$ cat src/rtl/clint_multi.sv
// clint_multi: AHB-Lite core-local interruptor with a shared prescaled 64-bit
// mtime, per-hart msip/mtimecmp, and a two-cycle ERROR response path.

// Per-hart state: software interrupt bit, compare register, timer interrupt.
module clint_multi_hart (
    input  logic        clk,
    input  logic        n_rst,
    input  logic        msip_we,
    input  logic        cmp_lo_we,
    input  logic        cmp_hi_we,
    input  logic [31:0] wdata,
    input  logic [63:0] mtime,
    output logic        msip,
    output logic [63:0] mtimecmp,
    output logic        timer_int
);
    // bus-written msip bit and compare halves
    always_ff @(posedge clk or negedge n_rst) begin
        if (!n_rst) begin
            msip     <= 1'b0;
            mtimecmp <= '1;
        end else begin
            if (msip_we)   msip            <= wdata[0];
            if (cmp_lo_we) mtimecmp[31:0]  <= wdata;
            if (cmp_hi_we) mtimecmp[63:32] <= wdata;
        end
    end

    // registered unsigned compare against the registered mtime
    always_ff @(posedge clk or negedge n_rst) begin
        if (!n_rst) timer_int <= 1'b0;
        else        timer_int <= (mtime >= mtimecmp);
    end
endmodule

module clint_multi #(
    parameter logic [31:0] BASE_ADDRESS = 32'h80050000,
    parameter int          NUM_HARTS    = 1,
    parameter int          PRESCALE     = 1
) (
    input  logic                 clk,
    input  logic                 n_rst,
    input  logic                 HSEL,
    input  logic                 HREADY,
    input  logic [1:0]           HTRANS,
    input  logic                 HWRITE,
    input  logic [2:0]           HSIZE,
    input  logic [31:0]          HADDR,
    input  logic [31:0]          HWDATA,
    output logic [31:0]          HRDATA,
    output logic                 HREADYOUT,
    output logic                 HRESP,
    output logic [NUM_HARTS-1:0] timer_int,
    output logic [NUM_HARTS-1:0] soft_int
);
    localparam logic [0:0]  S_OKAY    = 1'b0;
    localparam logic [0:0]  S_ERR1    = 1'b1;
    localparam logic [15:0] PRESC_MAX = 16'(PRESCALE - 1);

    logic        state;
    logic        dp_valid, dp_write, dp_inwin;
    logic [9:0]  dp_off;
    logic [2:0]  dp_size;
    logic [63:0] mtime;
    logic [15:0] presc;
    logic [31:0] snap;
    logic [31:0] rd_mux;
    logic        sel_msip, sel_mtlo, sel_mthi, sel_snap, sel_cmp;
    logic        legal, acc_ok, err_start, wr_en, rd_en;
    logic [5:0]  msip_idx;
    logic [4:0]  cmp_idx;

    logic [NUM_HARTS-1:0]       msip_vec;
    logic [NUM_HARTS-1:0][63:0] cmp_vec;

    // SEQ/NONSEQ is all that matters; the low transfer-type bit is not needed
    logic unused_htrans;
    assign unused_htrans = HTRANS[0];

    wire cap = HSEL & HREADY & HTRANS[1];

    // address-phase capture; a non-captured cycle becomes an idle data phase
    always_ff @(posedge clk or negedge n_rst) begin
        if (!n_rst) begin
            dp_valid <= 1'b0;
            dp_write <= 1'b0;
            dp_inwin <= 1'b0;
            dp_off   <= '0;
            dp_size  <= '0;
        end else begin
            dp_valid <= cap;
            if (cap) begin
                dp_write <= HWRITE;
                dp_inwin <= (HADDR[31:10] == BASE_ADDRESS[31:10]);
                dp_off   <= HADDR[9:0];
                dp_size  <= HSIZE;
            end
        end
    end

    assign msip_idx = dp_off[7:2];
    assign cmp_idx  = dp_off[7:3];

    // decode the captured offset into register selects
    always_comb begin
        sel_msip = 1'b0;
        sel_mtlo = 1'b0;
        sel_mthi = 1'b0;
        sel_snap = 1'b0;
        sel_cmp  = 1'b0;
        case (dp_off[9:8])
            2'd0: sel_msip = (int'(msip_idx) < NUM_HARTS);
            2'd1: begin
                sel_mtlo = (dp_off[7:0] == 8'h00);
                sel_mthi = (dp_off[7:0] == 8'h04);
                sel_snap = (dp_off[7:0] == 8'h08);
            end
            2'd2: sel_cmp = (int'(cmp_idx) < NUM_HARTS);
            default: ;
        endcase
    end

    // the snapshot is read-only; writing it is an error like any unmapped access
    assign legal     = dp_valid & dp_inwin & (dp_size == 3'b010) & (dp_off[1:0] == 2'b00)
                     & (sel_msip | sel_mtlo | sel_mthi | sel_snap | sel_cmp)
                     & ~(dp_write & sel_snap);
    assign acc_ok    = legal & (state == S_OKAY);
    assign err_start = dp_valid & ~legal & (state == S_OKAY);
    assign wr_en     = acc_ok & dp_write;
    assign rd_en     = acc_ok & ~dp_write;

    // two-cycle ERROR: first cycle stalls, second completes with HRESP still high
    always_ff @(posedge clk or negedge n_rst) begin
        if (!n_rst)                 state <= S_OKAY;
        else if (state == S_ERR1)   state <= S_OKAY;
        else if (err_start)         state <= S_ERR1;
    end

    assign HREADYOUT = ~err_start;
    assign HRESP     = err_start | (state == S_ERR1);

    // prescaled mtime; a bus write to either half drops that cycle's tick
    always_ff @(posedge clk or negedge n_rst) begin
        if (!n_rst) begin
            mtime <= '0;
            presc <= '0;
        end else if (wr_en & (sel_mtlo | sel_mthi)) begin
            presc <= '0;
            if (sel_mtlo) mtime[31:0]  <= HWDATA;
            if (sel_mthi) mtime[63:32] <= HWDATA;
        end else if (presc == PRESC_MAX) begin
            presc <= '0;
            mtime <= mtime + 64'd1;
        end else begin
            presc <= presc + 16'd1;
        end
    end

    // reading mtime low latches the matching high word for a carry-safe pair
    always_ff @(posedge clk or negedge n_rst) begin
        if (!n_rst)                 snap <= '0;
        else if (rd_en & sel_mtlo)  snap <= mtime[63:32];
    end

    for (genvar h = 0; h < NUM_HARTS; h++) begin : g_hart
        clint_multi_hart u_hart (
            .clk       (clk),
            .n_rst     (n_rst),
            .msip_we   (wr_en & sel_msip & (msip_idx == 6'(h))),
            .cmp_lo_we (wr_en & sel_cmp & (cmp_idx == 5'(h)) & ~dp_off[2]),
            .cmp_hi_we (wr_en & sel_cmp & (cmp_idx == 5'(h)) &  dp_off[2]),
            .wdata     (HWDATA),
            .mtime     (mtime),
            .msip      (msip_vec[h]),
            .mtimecmp  (cmp_vec[h]),
            .timer_int (timer_int[h])
        );
    end

    assign soft_int = msip_vec;

    // read mux over the captured offset and current register contents
    always_comb begin
        rd_mux = '0;
        for (int h = 0; h < NUM_HARTS; h++) begin
            if (sel_msip && int'(msip_idx) == h) rd_mux = {31'd0, msip_vec[h]};
            if (sel_cmp && int'(cmp_idx) == h)
                rd_mux = dp_off[2] ? cmp_vec[h][63:32] : cmp_vec[h][31:0];
        end
        if (sel_mtlo) rd_mux = mtime[31:0];
        if (sel_mthi) rd_mux = mtime[63:32];
        if (sel_snap) rd_mux = snap;
    end

    assign HRDATA = rd_en ? rd_mux : 32'd0;
endmodule
$ cat config.mk
export PLATFORM = sky130hd
export DESIGN_NAME = clint_multi
export DESIGN_NICKNAME = d
export VERILOG_FILES = /design/src/rtl/clint_multi.sv
export SDC_FILE = /design/constraint.sdc
export NUM_CORES = 1
export LEC_CHECK = 0
export CAP_MARGIN = 25
export CELL_PAD_IN_SITES_DETAIL_PLACEMENT = 0
export CELL_PAD_IN_SITES_GLOBAL_PLACEMENT = 1
export CORE_ASPECT_RATIO = 0.5
export CORE_MARGIN = 3
export CORE_UTILIZATION = 47
export CTS_BUF_LIST = sky130_fd_sc_hd__clkbuf_8
export CTS_CLUSTER_SIZE = 25
export DETAILED_ROUTE_END_ITERATION = 16
export PLACE_DENSITY_LB_ADDON = 0.15
export SLEW_MARGIN = 20
export SYNTH_ARGS = -nofsm -noshare
export SYNTH_HDL_FRONTEND = slang
export SYNTH_SLANG_ARGS = --single-unit
$ cat constraint.sdc
create_clock -name clk -period 3.07 [get_ports clk]
set_clock_uncertainty 0.05 [all_clocks]
set_input_delay 0.614 -clock clk [delete_from_list [all_inputs] [get_ports clk]]
set_output_delay 0.614 -clock clk [all_outputs]
set_load 0.03 [all_outputs]
---- Yosys cells after proc, flatten, opt, wreduce, memory -nomap -nowiden ----
Cells that the tools add are included.
word-level totals
  memories ................................ 0
  register bits ........................... 195
  word-level logic and storage cells ...... 93
  memory bits (writable) .................. 0
  memory bits (read-only) ................. 0
  bits in latches ......................... 0
cells by class
  $mul .................................... 0
  div/mod/pow operators ................... 0
  muxes and demuxes ....................... 20
  add/subtract/negate cells ............... 2
  shift-type cells ........................ 0
  reductions and logical operators ........ 13
  bitwise operators ....................... 33
  equality and inequality tests ........... 8
  order comparisons ....................... 3
operator list
  cell                   count
  $mux 32                8
  $mux 64                2
  $add 64x1->64 const B  1
  $ge 64x64->1           1
  $mux 16                2
  $eq 22x22->1 const B   1
  $and 1x1->1            21
  $add 16x1->16 const B  1
  $logic_not 16->1       1
  $logic_not 6->1        2
  $logic_not 5->1        2
  $eq 8x3->1 const B     1
  $eq 8x4->1 const B     1
  $logic_not 8->1        1
  $mux 1                 8
  $lt 6x1->1 const B     1
  $not 1->1              6
  $or 1x1->1             6
  $lt 5x1->1 const B     1
  $logic_not 2->1        2
  $ne 2x2->1 const B     2
  $reduce_and 2->1       2
  $eq 3x2->1 const B     1
  $eq 2x1->1 const B     1
  other kinds (3)        4

---- Depth between registers and ports, before layout ----
  depth in word-level cells ............... 13
  mapped depth ............................ 11

---- Cells and area by module ----
Synthesis repeated with hierarchy kept, for this count alone.
second synthesis, totals
  cells, all modules ...................... 1378
  area total of the unflattened synthesis .. 12351.8 sq um
by module, submodules not included
  module            instances  cells each  area each (sq um)
  clint_multi       1          949         8361.8
  clint_multi_hart  1          429         3990.1

---- Worst setup path after synthesis ----
Ideal clock, no wire load.
  path type ............................... register -> output
  start ................................... register dp_off[2]
  end ..................................... output HRDATA[31]
  arrival ................................. 2.029 ns
  setup slack ............................. 0.377 ns
  stages on the path, launching flop included .. 8
  path through ............................ dfrtp_1 buf_2 clkbuf_1 clkbuf_1 mux2i_1 o22ai_1 a21oi_1 nor2_1
between the ends
  cells in the longest elaborated chain, start to end .. 11
RTL lines
  what                                           line      source
  from (decl)                                    62        logic [9:0] dp_off;
  from (signal assigned)                         95        dp_off <= HADDR[9:0];
  $lt 6x1->1 or $logic_not 8->1 (tied branches)  112, 114
  $mux 1                                         111       case (dp_off[9:8])
  $or 1x1->1 (4 in series)                       125       & (sel_msip | sel_mtlo | sel_mthi | sel_snap | sel_cmp)
  $and 1x1->1                                    125
  $and 1x1->1                                    126       & ~(dp_write & sel_snap);
  $and 1x1->1                                    127       assign acc_ok = legal & (state == S_OKAY);
  $and 1x1->1                                    130       assign rd_en = acc_ok & ~dp_write;
  $mux 32 *                                      195       assign HRDATA = rd_en ? rd_mux : 32'd0;
  to (decl)                                      50        output logic [31:0] HRDATA,
Every way passes the cells marked *; elsewhere a longest branch is shown, timed or not.

---- Worst setup path in the final report ----
  start ................................... register dp_off[7]
  end ..................................... output HRDATA[14]
The elaborated chain is that of the path after synthesis.

==> tab_implementation.tex <==
\begin{tabular}{lr}
\hline
Metric & Value \\
\hline
\multicolumn{2}{l}{\textbf{Layout}} \\
NumNets Final & 1558 \\
Post-Layout Inst Area & 0.01554 mm2 \\
Area overhead of the layout relative to synthesis & 26.79\% \\
Number of fill cells & 2169 \\
Diode insertion count for antenna repair & 0 \\
Fraction of final layout cells sized beyond drive strength 1 & 28.04\% \\
Finished Layout Cells & 1774 \\
\multicolumn{2}{l}{\textbf{GRT}} \\
Largest net degree at the start of global routing & 75 \\
Global route total overflow & 0 \\
First-pass GRT wire length & 60310 um \\
Antenna violations before repair & 0 \\
Global-route usage over all layers & 27.90\% \\
Vias in the first global route & 10360 \\
\multicolumn{2}{l}{\textbf{Floorplanning}} \\
Height of the chip & 120.2 um \\
Area of the placeable core & 0.02544 mm2 \\
Count of boundary I/O pins & 110 \\
Initial Utilization & 48.19\% \\
Die Footprint & 0.02818 mm2 \\
Row cnt & 41 \\
Chip width & 234.4 um \\
\multicolumn{2}{l}{\textbf{Run status}} \\
Run status & finished clean \\
\multicolumn{2}{l}{\textbf{Drt}} \\
Total met3 wirelength after detailed routing & 3705 um \\
Metal2 WL & 17270 um \\
Via density per instance & 6.113 \\
WL/cell & 23.27 um \\
Highest routed layer & met4 \\
First-pass iteration count of the detailed router & 5 \\
DRT antenna net count & 0 \\
Met1 wire length & 19620 um \\
Number of DRC violations after detailed-routing iteration 0 & 955 \\
Count of unresolved DRC violations after routing & 0 \\
Routed via count & 10850 \\
Final routed wirelength across all metal layers & 41290 um \\
\multicolumn{2}{l}{\textbf{Placed design}} \\
Worst setup timing slack at the placement stage & 0.08373 ns \\
Half-perimeter wire length after placement & 27660 um \\
\# port buffers & 108 \\
Number of placed cells counting well taps & 1719 \\
Instance area at placement & 0.01416 mm2 \\
Global placement routability congestion & 0.9285 \\
\multicolumn{2}{l}{\textbf{Run}} \\
Maximum capacitance violations & 0 \\
\multicolumn{2}{l}{\textbf{Critical path}} \\
Startpoint kind of the worst setup timing path & flop \\
Crit Path Max Fanout & 8 \\
Kind of critical path & reg -> out \\
CP endpoint kind & primary output \\
Critical Path RT & 2.41 ns \\
Arrival time reported for the critical path endpoint & 2.40 ns \\
\multicolumn{2}{l}{\textbf{Timing}} \\
Worst Hold Margin & 0.4517 ns \\
Final hold violation count & 0 \\
Number of max-slew violations in the final report & 0 \\
Post-route worst setup slack & 0.009267 ns \\
Total of endpoints with negative setup slack in the final report & 0 \\
Relative slew slack & 52.80\% \\
Tmin final & 3.061 ns \\
Worst Max-Slew Pin Slew & 0.7060 ns \\
Unrepaired setup endpoints after global routing & yes \\
Max Fclk & 326.7 MHz \\
Final period util & 99.70\% \\
\multicolumn{2}{l}{\textbf{Clock network}} \\
Insertion delay of the later-clocked pin in the worst-skew pair & 0.52 ns \\
TritonCTS clock tree & yes \\
Number of buffers on the longest clock path & 2 \\
Cts bufs inserted & 17 \\
TritonCTS sink count & 195 \\
Clock input transition at the sequential cells of the worst setup and hold paths & 0.10 ns \\
Clock H-tree levels & 4 \\
Clock root buffer master & sky130\_fd\_sc\_hd\_\_clkbuf\_8 \\
\multicolumn{2}{l}{\textbf{Synth}} \\
Synthesized-area fraction occupied by adder cells & 6.837\% \\
Compound-cell area share of the yosys netlist & 14.51\% \\
Count of unique library cells instantiated by Yosys & 68 \\
Asr flop ratio synth & 100.0\% \\
Largest family of logic cells by synthesized area & simple AND/OR/NAND/NOR gates \\
Synthesis-stage register bit count & 195 \\
Synthesized netlist cell count & 1265 \\
Largest cells by area after synthesis & sky130\_fd\_sc\_hd\_\_dfrtp\_1, sky130\_fd\_sc\_hd\_\_dfstp\_2, sky130\_fd\_sc\_hd\_\_ha\_1, sky130\_fd\_sc\_hd\_\_mux2\_4, sky130\_fd\_sc\_hd\_\_mux2i\_1 \\
Cell area after synthesis & 0.01226 mm2 \\
Syn\_area\_per\_cell & 9.692 um2 \\
Fraction of synthesized cell area in xor and xnor cells & 1.429\% \\
Post-synthesis mux area share & 14.16\% \\
Number of flops mapped to enable cells by yosys & 0 \\
Prevailing post-synth register cell & sky130\_fd\_sc\_hd\_\_dfrtp\_1 \\
Post-synth top area share & 26.74\% \\
Count of synthesis-stage warnings from yosys & 0 \\
Simple-gate share of the synthesized area & 17.56\% \\
Net count of the mapped netlist & 1406 \\
Dominant cell type by area after synthesis & sky130\_fd\_sc\_hd\_\_dfrtp\_1 \\
Sequential cell area fraction in the yosys report & 40.45\% \\
\multicolumn{2}{l}{\textbf{Hold path}} \\
Hold Path Class & reg -> reg \\
\multicolumn{2}{l}{\textbf{Power}} \\
Peak ir drop on the vdd network & 0.2861 mV \\
Static leakage & 6.991 nW \\
Pwr Density & 389.9 mW/mm2 \\
Tot Pwr & 0.006060 W \\
\hline
\end{tabular}
## power by group
group          internal [W]  total, W  switching, W
Combinational      0.000561   0.00120      0.000643
Sequential          0.00273   0.00292      0.000192
Clock              0.000964   0.00194      0.000971
## layer usage
layer | vias to the layer above | global-route usage [%]
met5 | - | 0
met4 | 0 | 7.246
met3 | 46 | 6.309
met2 | 409 | 39.31
met1 | 5448 | 42.88
li1 | 4942 | -
## layout make-up
type / count / area (um2) / area share [%]
clock buffers: 21 / 289.0 / 1.859
clock inverters: 11 / 158.9 / 1.022
flip-flops and latches: 195 / 4965 / 31.94
multi-input cells: 923 / 7187 / 46.23
well taps: 344 / 430.4 / 2.769
inverters: 78 / 292.8 / 1.883
repair buffers: 202 / 2222 / 14.29
## critical path: stages (launching register included)
cell and delay (ns):
sky130_fd_sc_hd__dfrtp_1 0.42, sky130_fd_sc_hd__nor4_4 0.28, sky130_fd_sc_hd__buf_6 0.17, sky130_fd_sc_hd__and2_4 0.18
sky130_fd_sc_hd__nand2_8 0.09, sky130_fd_sc_hd__clkbuf_16 0.22, sky130_fd_sc_hd__o22ai_2 0.19, sky130_fd_sc_hd__a21oi_1 0.06
sky130_fd_sc_hd__nor2_1 0.09, sky130_fd_sc_hd__buf_4 0.17
## layout by cell type (no fill, tap or decap), drive strengths merged, types with 38 or more instances in the layout
cell,n
dfrtp,131
buf,120
nor2,110
nand2,98
inv,81
mux2,77
clkdlybuf4s50,73
o21ai,69
ha,67
mux2i,67
a21oi,67
dfstp,64
o22ai,42
nand3,40
nand4,38
## sequential cells by signal, indices dropped and copies added, names as in the netlist
name,cells
dp_size,3
presc,16
g_hart.u_hart.msip,1
snap,32
mtime,64
state,1
dp_valid,1
dp_off,10
dp_inwin,1
dp_write,1
g_hart.u_hart.timer_int,1
g_hart.u_hart.mtimecmp,64
## cells in the mapped netlist (8+ instances only)
| cell | count |
|---|---|
| sky130_fd_sc_hd__nand2_1 | 97 |
| sky130_fd_sc_hd__buf_2 | 10 |
| sky130_fd_sc_hd__a21oi_1 | 67 |
| sky130_fd_sc_hd__mux2_4 | 53 |
| sky130_fd_sc_hd__dfrtp_1 | 131 |
| sky130_fd_sc_hd__inv_1 | 78 |
| sky130_fd_sc_hd__ha_1 | 67 |
| sky130_fd_sc_hd__nor2_1 | 109 |
| sky130_fd_sc_hd__a311oi_1 | 13 |
| sky130_fd_sc_hd__dfstp_2 | 64 |
| sky130_fd_sc_hd__mux2_2 | 24 |
| sky130_fd_sc_hd__nand3_1 | 40 |
| sky130_fd_sc_hd__nor3_1 | 21 |
| sky130_fd_sc_hd__and3_1 | 31 |
| sky130_fd_sc_hd__nor2b_1 | 8 |
| sky130_fd_sc_hd__clkbuf_1 | 45 |
| sky130_fd_sc_hd__o22ai_1 | 42 |
| sky130_fd_sc_hd__nor4_1 | 8 |
| sky130_fd_sc_hd__a31oi_1 | 9 |
| sky130_fd_sc_hd__o211ai_1 | 17 |
| sky130_fd_sc_hd__nand4_1 | 36 |
| sky130_fd_sc_hd__mux2i_1 | 67 |
| sky130_fd_sc_hd__xor2_1 | 10 |
| sky130_fd_sc_hd__xnor2_1 | 10 |
| sky130_fd_sc_hd__a211oi_1 | 19 |
| sky130_fd_sc_hd__and4_1 | 21 |
| sky130_fd_sc_hd__o21ai_0 | 67 |
## cells by family after synthesis
group	Yosys count
simple gates	411
compound gates	281
flops	195
buf+inv	147
mux	144
fa+ha+maj	67
xor+xnor	20
## worst paths after layout
kind	startpoint	end	slack, ns	cells past startpoint
max	dp_off[7]	HRDATA[14]	0.009	9
min	snap[6]	snap[6]	0.45	2
max reg2reg	g_hart[0].u_hart.mtimecmp[0]	g_hart[0].u_hart.timer_int	0.11	10
min reg2reg	snap[6]	snap[6]	0.45	2
max in group asynchronous	n_rst	g_hart[0].u_hart.mtimecmp[15]	1.68	3
min in group asynchronous	n_rst	snap[27]	0.52	2
## metrics by stage
step                      TNS, ns  utilization [%]
final                           0            61.09
after global routing       -1.335            61.09
after CTS                 -0.2314            58.20
after detailed placement        0            55.65
after global placement          0            55.65
after floorplan                 0                -
## repair_timing
action,CTS,global route
hold buffers,1,0
hold endpoints to repair,16,0
pin swaps,5,26
cloned,1,8
setup buffers,3,11
endpoints found under the setup margin,33,34
resized for setup,40,117
No activity file was read; power rests on OpenSTA's default activity.
